`src/rtl/iir_allpole_inverse.sv`:
```
// iir_allpole_inverse: all-pole IIR 1/A(z) in Q1.15.
// One shared multiplier walks the 7 feedback taps, one per clock.
module iir_allpole_inverse #(
   parameter logic signed [15:0] A1    = 16'shC000,
   parameter logic signed [15:0] A2    = 16'sh0000,
   parameter logic signed [15:0] A3    = 16'sh0000,
   parameter logic signed [15:0] A4    = 16'sh0000,
   parameter logic signed [15:0] A5    = 16'sh0000,
   parameter logic signed [15:0] A6    = 16'sh0000,
   parameter logic signed [15:0] A7    = 16'sh0000,
   parameter int                 ACC_W = 40
) (
   input  logic        clk,
   input  logic        reset,
   input  logic        in_valid,
   output logic        in_ready,
   input  logic [15:0] data_in,
   output logic        out_valid,
   input  logic        out_ready,
   output logic [15:0] data_out,
   output logic        busy
);

   typedef enum logic [1:0] {
      S_IDLE,
      S_MAC,
      S_RESULT,
      S_OUT
   } state_t;

   state_t state_q, state_d;

   logic signed [ACC_W-1:0] acc_q, acc_d;
   logic [2:0]              k_q, k_d;
   logic signed [15:0]      hist_q [1:7];
   logic signed [15:0]      hist_d [1:7];
   logic [15:0]             dout_q, dout_d;
   logic                    ov_q, ov_d;

   logic signed [15:0]      coef;
   logic signed [15:0]      hsel;
   logic signed [31:0]      prod;
   logic signed [ACC_W-1:0] prod_ext;
   logic signed [ACC_W-1:0] load;
   logic [ACC_W-31:0]       hi;
   logic [15:0]             sat;

   assign in_ready = reset & (state_q == S_IDLE);
   assign busy     = (state_q != S_IDLE);
   assign out_valid = ov_q;
   assign data_out  = dout_q;

   // Select coefficient a_k and history y[n-k] for the current tap.
   always_comb begin
      coef = '0;
      hsel = '0;
      case (k_q)
         3'd1: begin coef = A1; hsel = hist_q[1]; end
         3'd2: begin coef = A2; hsel = hist_q[2]; end
         3'd3: begin coef = A3; hsel = hist_q[3]; end
         3'd4: begin coef = A4; hsel = hist_q[4]; end
         3'd5: begin coef = A5; hsel = hist_q[5]; end
         3'd6: begin coef = A6; hsel = hist_q[6]; end
         3'd7: begin coef = A7; hsel = hist_q[7]; end
         default: begin coef = '0; hsel = '0; end
      endcase
   end

   assign prod     = coef * hsel;
   assign prod_ext = {{(ACC_W-32){prod[31]}}, prod};
   assign load     = {{(ACC_W-31){data_in[15]}}, data_in, 15'b0};

   // acc>>>15 fits Q1.15 only when bits above 30 all match the sign.
   assign hi  = acc_q[ACC_W-1:30];
   assign sat = (&hi || ~|hi) ? acc_q[30:15]
              : (acc_q[ACC_W-1] ? 16'h8000 : 16'h7FFF);

   // Next-state logic: load, multiply-accumulate, round/saturate, hand off.
   always_comb begin
      state_d = state_q;
      acc_d   = acc_q;
      k_d     = k_q;
      dout_d  = dout_q;
      ov_d    = ov_q;
      for (int i = 1; i <= 7; i++) hist_d[i] = hist_q[i];
      unique case (state_q)
         S_IDLE: begin
            if (in_valid && in_ready) begin
               acc_d   = load;
               k_d     = 3'd1;
               state_d = S_MAC;
            end
         end
         S_MAC: begin
            acc_d = acc_q - prod_ext;
            k_d   = k_q + 3'd1;
            if (k_q == 3'd7) state_d = S_RESULT;
         end
         S_RESULT: begin
            dout_d    = sat;
            ov_d      = 1'b1;
            hist_d[1] = sat;
            for (int i = 2; i <= 7; i++) hist_d[i] = hist_q[i-1];
            state_d   = S_OUT;
         end
         S_OUT: begin
            if (out_ready) begin
               ov_d    = 1'b0;
               state_d = S_IDLE;
            end
         end
         default: state_d = S_IDLE;
      endcase
   end

   // State and datapath registers; reset also clears the feedback history.
   always_ff @(posedge clk or negedge reset) begin
      if (!reset) begin
         state_q <= S_IDLE;
         acc_q   <= '0;
         k_q     <= '0;
         dout_q  <= '0;
         ov_q    <= 1'b0;
         for (int i = 1; i <= 7; i++) hist_q[i] <= '0;
      end else begin
         state_q <= state_d;
         acc_q   <= acc_d;
         k_q     <= k_d;
         dout_q  <= dout_d;
         ov_q    <= ov_d;
         for (int i = 1; i <= 7; i++) hist_q[i] <= hist_d[i];
      end
   end

endmodule

```
`config.mk`:
```
export PLATFORM = sky130hd
export DESIGN_NAME = iir_allpole_inverse
export DESIGN_NICKNAME = d
export VERILOG_FILES = /design/src/rtl/iir_allpole_inverse.sv
export SDC_FILE = /design/constraint.sdc
export NUM_CORES = 1
export LEC_CHECK = 0
export ABC_AREA = 0
export BUFFER_PORTS_ARGS = -buffer_cell sky130_fd_sc_hd__buf_2
export CORE_MARGIN = 3
export CORE_UTILIZATION = 62
export DETAILED_ROUTE_END_ITERATION = 16
export PLACE_DENSITY = 0.82
export SLEW_MARGIN = 20
export SYNTH_ARGS = -nofsm -noshare
export SYNTH_HDL_FRONTEND = slang
export SYNTH_SLANG_ARGS = --single-unit
```
`constraint.sdc`:
```
create_clock -name clk -period 8.4 [get_ports clk]
set_clock_uncertainty 0.2 [all_clocks]
set_input_delay 1.26 -clock clk [delete_from_list [all_inputs] [get_ports clk]]
set_output_delay 1.26 -clock clk [all_outputs]
set_load 0.01 [all_outputs]
```
Word-level counts from Yosys, hierarchy flattened
Index checks and enable logic that the tools add are counted.
- input bits: 20
- output and inout bits: 19
- bits in registers: 158
- logic and storage cells: 54
- $add $sub $neg: 2
- $mul: 1
- eq/ne operators: 13
- muxes and demuxes: 14
- bitwise logic cells: 1
- reduce and logical (&&, ||, !) cells: 12
- operators by type and width (kind ; number):
    16-bit one-hot mux with 7 select lines ; 1
    40-bit one-hot mux with 2 select lines ; 1
    16-bit 2-to-1 mux ; 3
    40-bit 2-to-1 mux ; 1
    40-bit by 32-bit subtractor with 40-bit output ; 1
    16-bit by 16-bit multiplier with 32-bit output ; 1
    3-bit == test, second input constant ; 4
    10-bit AND reduction ; 1
    10-bit OR reduction ; 1
    2-bit one-hot mux with 4 select lines ; 1
    3-bit by 2-bit == test with 1-bit output, second input constant ; 2
    2-bit 2-to-1 mux ; 3
    3-bit one-hot mux with 2 select lines ; 1
    2-bit nonzero test ; 3
    2-bit == test, second input constant ; 2
    2-bit != test, second input constant ; 2
    2-bit AND reduction ; 2
    3-bit by 1-bit adder with 3-bit output, second input constant ; 1
    3-bit by 1-bit == test with 1-bit output, second input constant ; 1
    3-bit 2-to-1 mux ; 1
    3-bit AND reduction ; 1
    2-bit by 1-bit == test with 1-bit output, second input constant ; 1
    2-bit zero test ; 1
    2-bit by 1-bit != test with 1-bit output, second input constant ; 1
    other kinds (6) ; 6

Logic depth before layout (Yosys ltp)
- word-level depth: 5
- mapped depth: 27
- mapped depth without buffers: 26

Worst setup path after synthesis
OpenSTA, ideal clock, no wires.
- kind: register to register
- start: register k_q[0]
- end: register acc_q[39]
- data required time: 8058 ps
- clock period less this slack: 7182 ps
- slack: 1218 ps
- cell stages (with the launch flop): 27
- setup time: 142 ps
- arrival time: 6840 ps
- cells stage by stage: dfrtp_1 ha_1 ha_1 clkbuf_1 clkbuf_1 a221oi_1 a21oi_1 fa_1 inv_1 fa_1 inv_1 fa_1 fa_1 inv_1 fa_1 inv_1 fa_1 inv_1 ha_1 a211o_1 or3_1 o21ai_0 nand2b_1 o2111ai_1 a21oi_1 nand3b_1 a22oi_1
- longest elaborated chain between the ends: 5
- elaborated cells on any way between the ends: 12
- classes of those cells: add/sub: 1; mul: 1; eq/ne: 7; mux: 3
- ends and longest elaborated chain (what ; RTL line ; text):
    start, declared ; 34 ; logic [2:0] k_q, k_d;
    start signal, assigned ; 128 ; k_q <= k_d;
    3-bit == test (tied with other cells) ; 57 ; case (k_q)
    16-bit one-hot mux with 7 select lines or 16-bit 2-to-1 mux (tied branches) ; 57 ;
    16-bit by 16-bit multiplier with 32-bit output (*) ; 69 ; assign prod = coef * hsel;
    40-bit by 32-bit subtractor with 40-bit output (*) ; 95 ; acc_d = acc_q - prod_ext;
    40-bit one-hot mux with 2 select lines (*) ; 86 ; unique case (state_q)
    end signal, assigned ; 120 ; acc_q <= '0;
    end signal, assigned ; 127 ; acc_q <= acc_d;
    end, declared ; 33 ; logic signed [ACC_W-1:0] acc_q, acc_d;
Every way passes the cells marked *; elsewhere a longest branch is shown, timed or not.
A chain may end at the register's enable or synchronous reset.

Worst setup path in the final report
- start: register k_q[1]
- end: register acc_q[39]
Same word-level chain as after synthesis.

==> out/results.tsv <==
stage	metric	value	unit
sta	finalHoldViolations	0	
floorplanning	fp.dieW	147.7	um
worst_hold_path	hp-start	acc_q[14]	
clock_tree	cts-root-buf	clkbuf_16	
critical_path	worstSetupPathType	reg2reg	
critical_path	cp_max_fo	16	
final_layout	stdcell_count	1465	
global_routing	overflow	0	
yosys	synth.ff_latch_count	157	
sta	fin_ws	0.6485	ns
final_layout	fillers	1450	
critical_path	cp-start-kind	register	
yosys	ys.flop_type	dfrtp_1	
yosys	yosys_warnings	0	
clock_tree	clockBufferDepth	2	
final_layout	diodes	0	
yosys	synth_edf_count	0	
place	port-buffer-count	38	
global_routing	grt_util_all_layers	26.15	%
critical_path	cp_top_family	adder cells	
yosys	synth_nets	1405	
drt	vias	8497	
global_routing	grt_max_degree	87	
drt	wl_per_cell	18.31	um
critical_path	cpMostUsedCell	fa_1	
place	placedCellCount	1433	
global_routing	antenna_found_initial	0	
yosys	synthCells	1173	
critical_path	timing.rr.end	acc_q[39]	
worst_hold_path	min_path_cells	2	
critical_path	max_stage_delay	0.69	ns
final_layout	nets	1419	
final_layout	ff_latch_area	3929	um^2
critical_path	worst_path_max_delay_cell	fa_1	
final_layout	final_common_cell	inv_1	
yosys	yosysUniqueCellTypes	67	
clock_tree	clock_latency	0.44	ns
final_layout	area_growth	8.066	%
sta	finalSetupViolations	0	
yosys	syn_avg_cell_area	10.61	um^2
clock_tree	ctsResizeCount	0	
critical_path	r2r-start	k_q[1]	
floorplanning	die-area	21800	um^2
flow_run	maxCapViolCount	0	
floorplanning	io_pins	39	
critical_path	arrival	7.83	ns
sta	fin_tns_setup	0	ns
critical_path	rrSetupSlack	0.65	ns
final_layout	layout.cells.most_common_list	inv_1, dfrtp_1, fa_1	
sta	fmax	0.1290	GHz
sta	fin_crit	7.751	ns
clock_tree	cts.reportedPaths.clkPinSlew	0.07	ns
clock_tree	post_cts_buffers	0	
clock_tree	cts_tree	done	
sta	tightest_slew	1.084	ns
critical_path	cp-end-kind	register	
place	gp_congestion	0.8905	
drt	antenna_left	0	
floorplanning	core-area	19590	um^2
place	hpwl	20080	um
yosys	yosysSeqAreaShare	31.58	%
global_routing	grt_pass1_wl	45130	um
sta	rsz0062_at_grt	false	
sta	post-route-period-util	92.28	%
clock_tree	h-tree-depth	4	
status	status	finished, final reports clean	
clock_tree	clock-sinks	157	
floorplanning	placementRows	51	
drt	avgViaCountPerCell	5.800	
critical_path	r2r_cells	24	
yosys	async_flop_share	100.0	%
drt	drt-initial-drc-count	566	
sta	maxSlewViolCount	0	
worst_hold_path	min_to	acc_q[14]	
place	dp_slack	0.7009	ns
yosys	syn_area	12440	um^2
critical_path	path_buf_inv	5	
final_layout	drive_above_1_share	16.67	%
critical_path	cp_cell_sequence	ha_1 -> ha_1 -> a221oi_1 -> a21oi_1 -> fa_1 -> inv_1 -> fa_1 -> inv_1 -> fa_1 -> fa_1 -> inv_1 -> fa_1 -> inv_1 -> fa_1 -> inv_1 -> ha_1 -> a211o_1 -> or3_1 -> o21ai_0 -> nand2b_1 -> o2111ai_1 -> a21oi_1 -> nand3b_1 -> a22oi_1	
drt	drcViolationCount	0	
final_layout	multiInputGateArea	7537	um^2
sta	slew-limit-headroom	27.64	%
drt	wl	26830	um
clock_tree	postCtsHoldBufs	0	
drt	firstDrtPassIters	7	
critical_path	startpoint	k_q[1]	
clock_tree	numCtsBuffers	17	
global_routing	grt_pass1_vias	8935	
floorplanning	floorplan.initialDensity	63.51	%
worst_hold_path	hp-class	reg2reg	
critical_path	cp.required	8.48	ns
floorplanning	die_h	147.7	um
-- worst reg2reg max path, delay by kind of cell, from the launching register on --
family                   cells  cell delay (ns)
AO/OA/AOI/OAI                7             1.50
flip-flops                   1             0.41
adder cells (fa/ha/maj)      9             4.46
AND/OR/NAND/NOR              3             0.60
buffers and inverters        5             0.43
-- routing by layer --
| metal | track usage [%] | routed length, um |
|---|---|---|
| met1 | 35.88 | 11700 |
| met2 | 42.21 | 12890 |
| met3 | 5.518 | 1585 |
| met4 | 8.527 | 650 |
| met5 | 0 | 0 |
-- cell usage after synthesis, types with 3 or more instances --
cell	instances	share of area, %
dfrtp_1	157	32
and3_1	6	0.30
nor2b_1	5	0.25
o21bai_1	3	0.18
ha_1	88	8.9
inv_1	196	5.9
clkbuf_1	34	1.0
o21a_1	8	0.48
nand2_1	61	1.8
nor4_1	5	0.25
a31o_2	4	0.28
nand2b_1	3	0.15
mux2i_1	7	0.56
nand3_1	10	0.40
mux2_2	99	9.0
a211oi_1	3	0.18
buf_4	16	0.97
o31ai_1	6	0.36
a221oi_1	5	0.35
nor3b_1	4	0.24
xnor2_1	30	2.1
a21o_1	9	0.54
nor2_1	48	1.4
nor3_1	7	0.28
o211ai_1	4	0.24
or3_1	7	0.35
fa_1	124	20
and2_1	5	0.25
a21oi_1	85	3.4
a22oi_1	19	1.1
nand4_1	3	0.15
xor2_1	19	1.3
nor4b_1	3	0.21
o21ai_0	40	1.6
o22ai_1	6	0.30
-- through the flow --
stage	util [%]	hold slack, ns	area (um^2)
detailed placement	65.36	0.2702	12800
global route	68.63	0.3177	13440
floorplan	-	0.2498	12440
finish	68.63	0.2868	13440
CTS	68.61	0.2856	13440
global placement	65.36	0.2619	12800
-- cells by family after synthesis --
family	synth area share [%]
buffers and inverters	8.006
AO/OA/AOI/OAI	11.55
adder cells (fa/ha/maj)	28.80
AND/OR/NAND/NOR	7.090
flip-flops	31.58
multiplexers	9.524
XOR/XNOR	3.450
-- state kept, by name, summed over array words and instances (netlist names) --
name and cells:
acc_q 39, data_out 16, hist_q 96, k_q 3, out_valid 1, state_q 2
-- how the worst max path moves through the flow --
stage                      to  slack [ns]  depth (start not counted)
finish              acc_q[39]        0.65                         24
global route        acc_q[39]        0.18                         24
CTS                 acc_q[39]        0.65                         24
detailed placement  acc_q[39]        0.70                         24
global placement    acc_q[39]        0.85                         24
floorplan           acc_q[39]        1.22                         26
-- layout make-up --
class                      instances  share of cell area (%)
clock buffer                      18                   3.267
sequential                       157                   29.22
inverter                         196                   5.472
clock inverter                    14                   1.461
timing repair buffer              48                   2.047
multi-input combinational        767                   56.06
tap                              265                   2.466
Power is not shown: default switching activity piles up to over one toggle a cycle in this logic, so the estimate is an artifact.
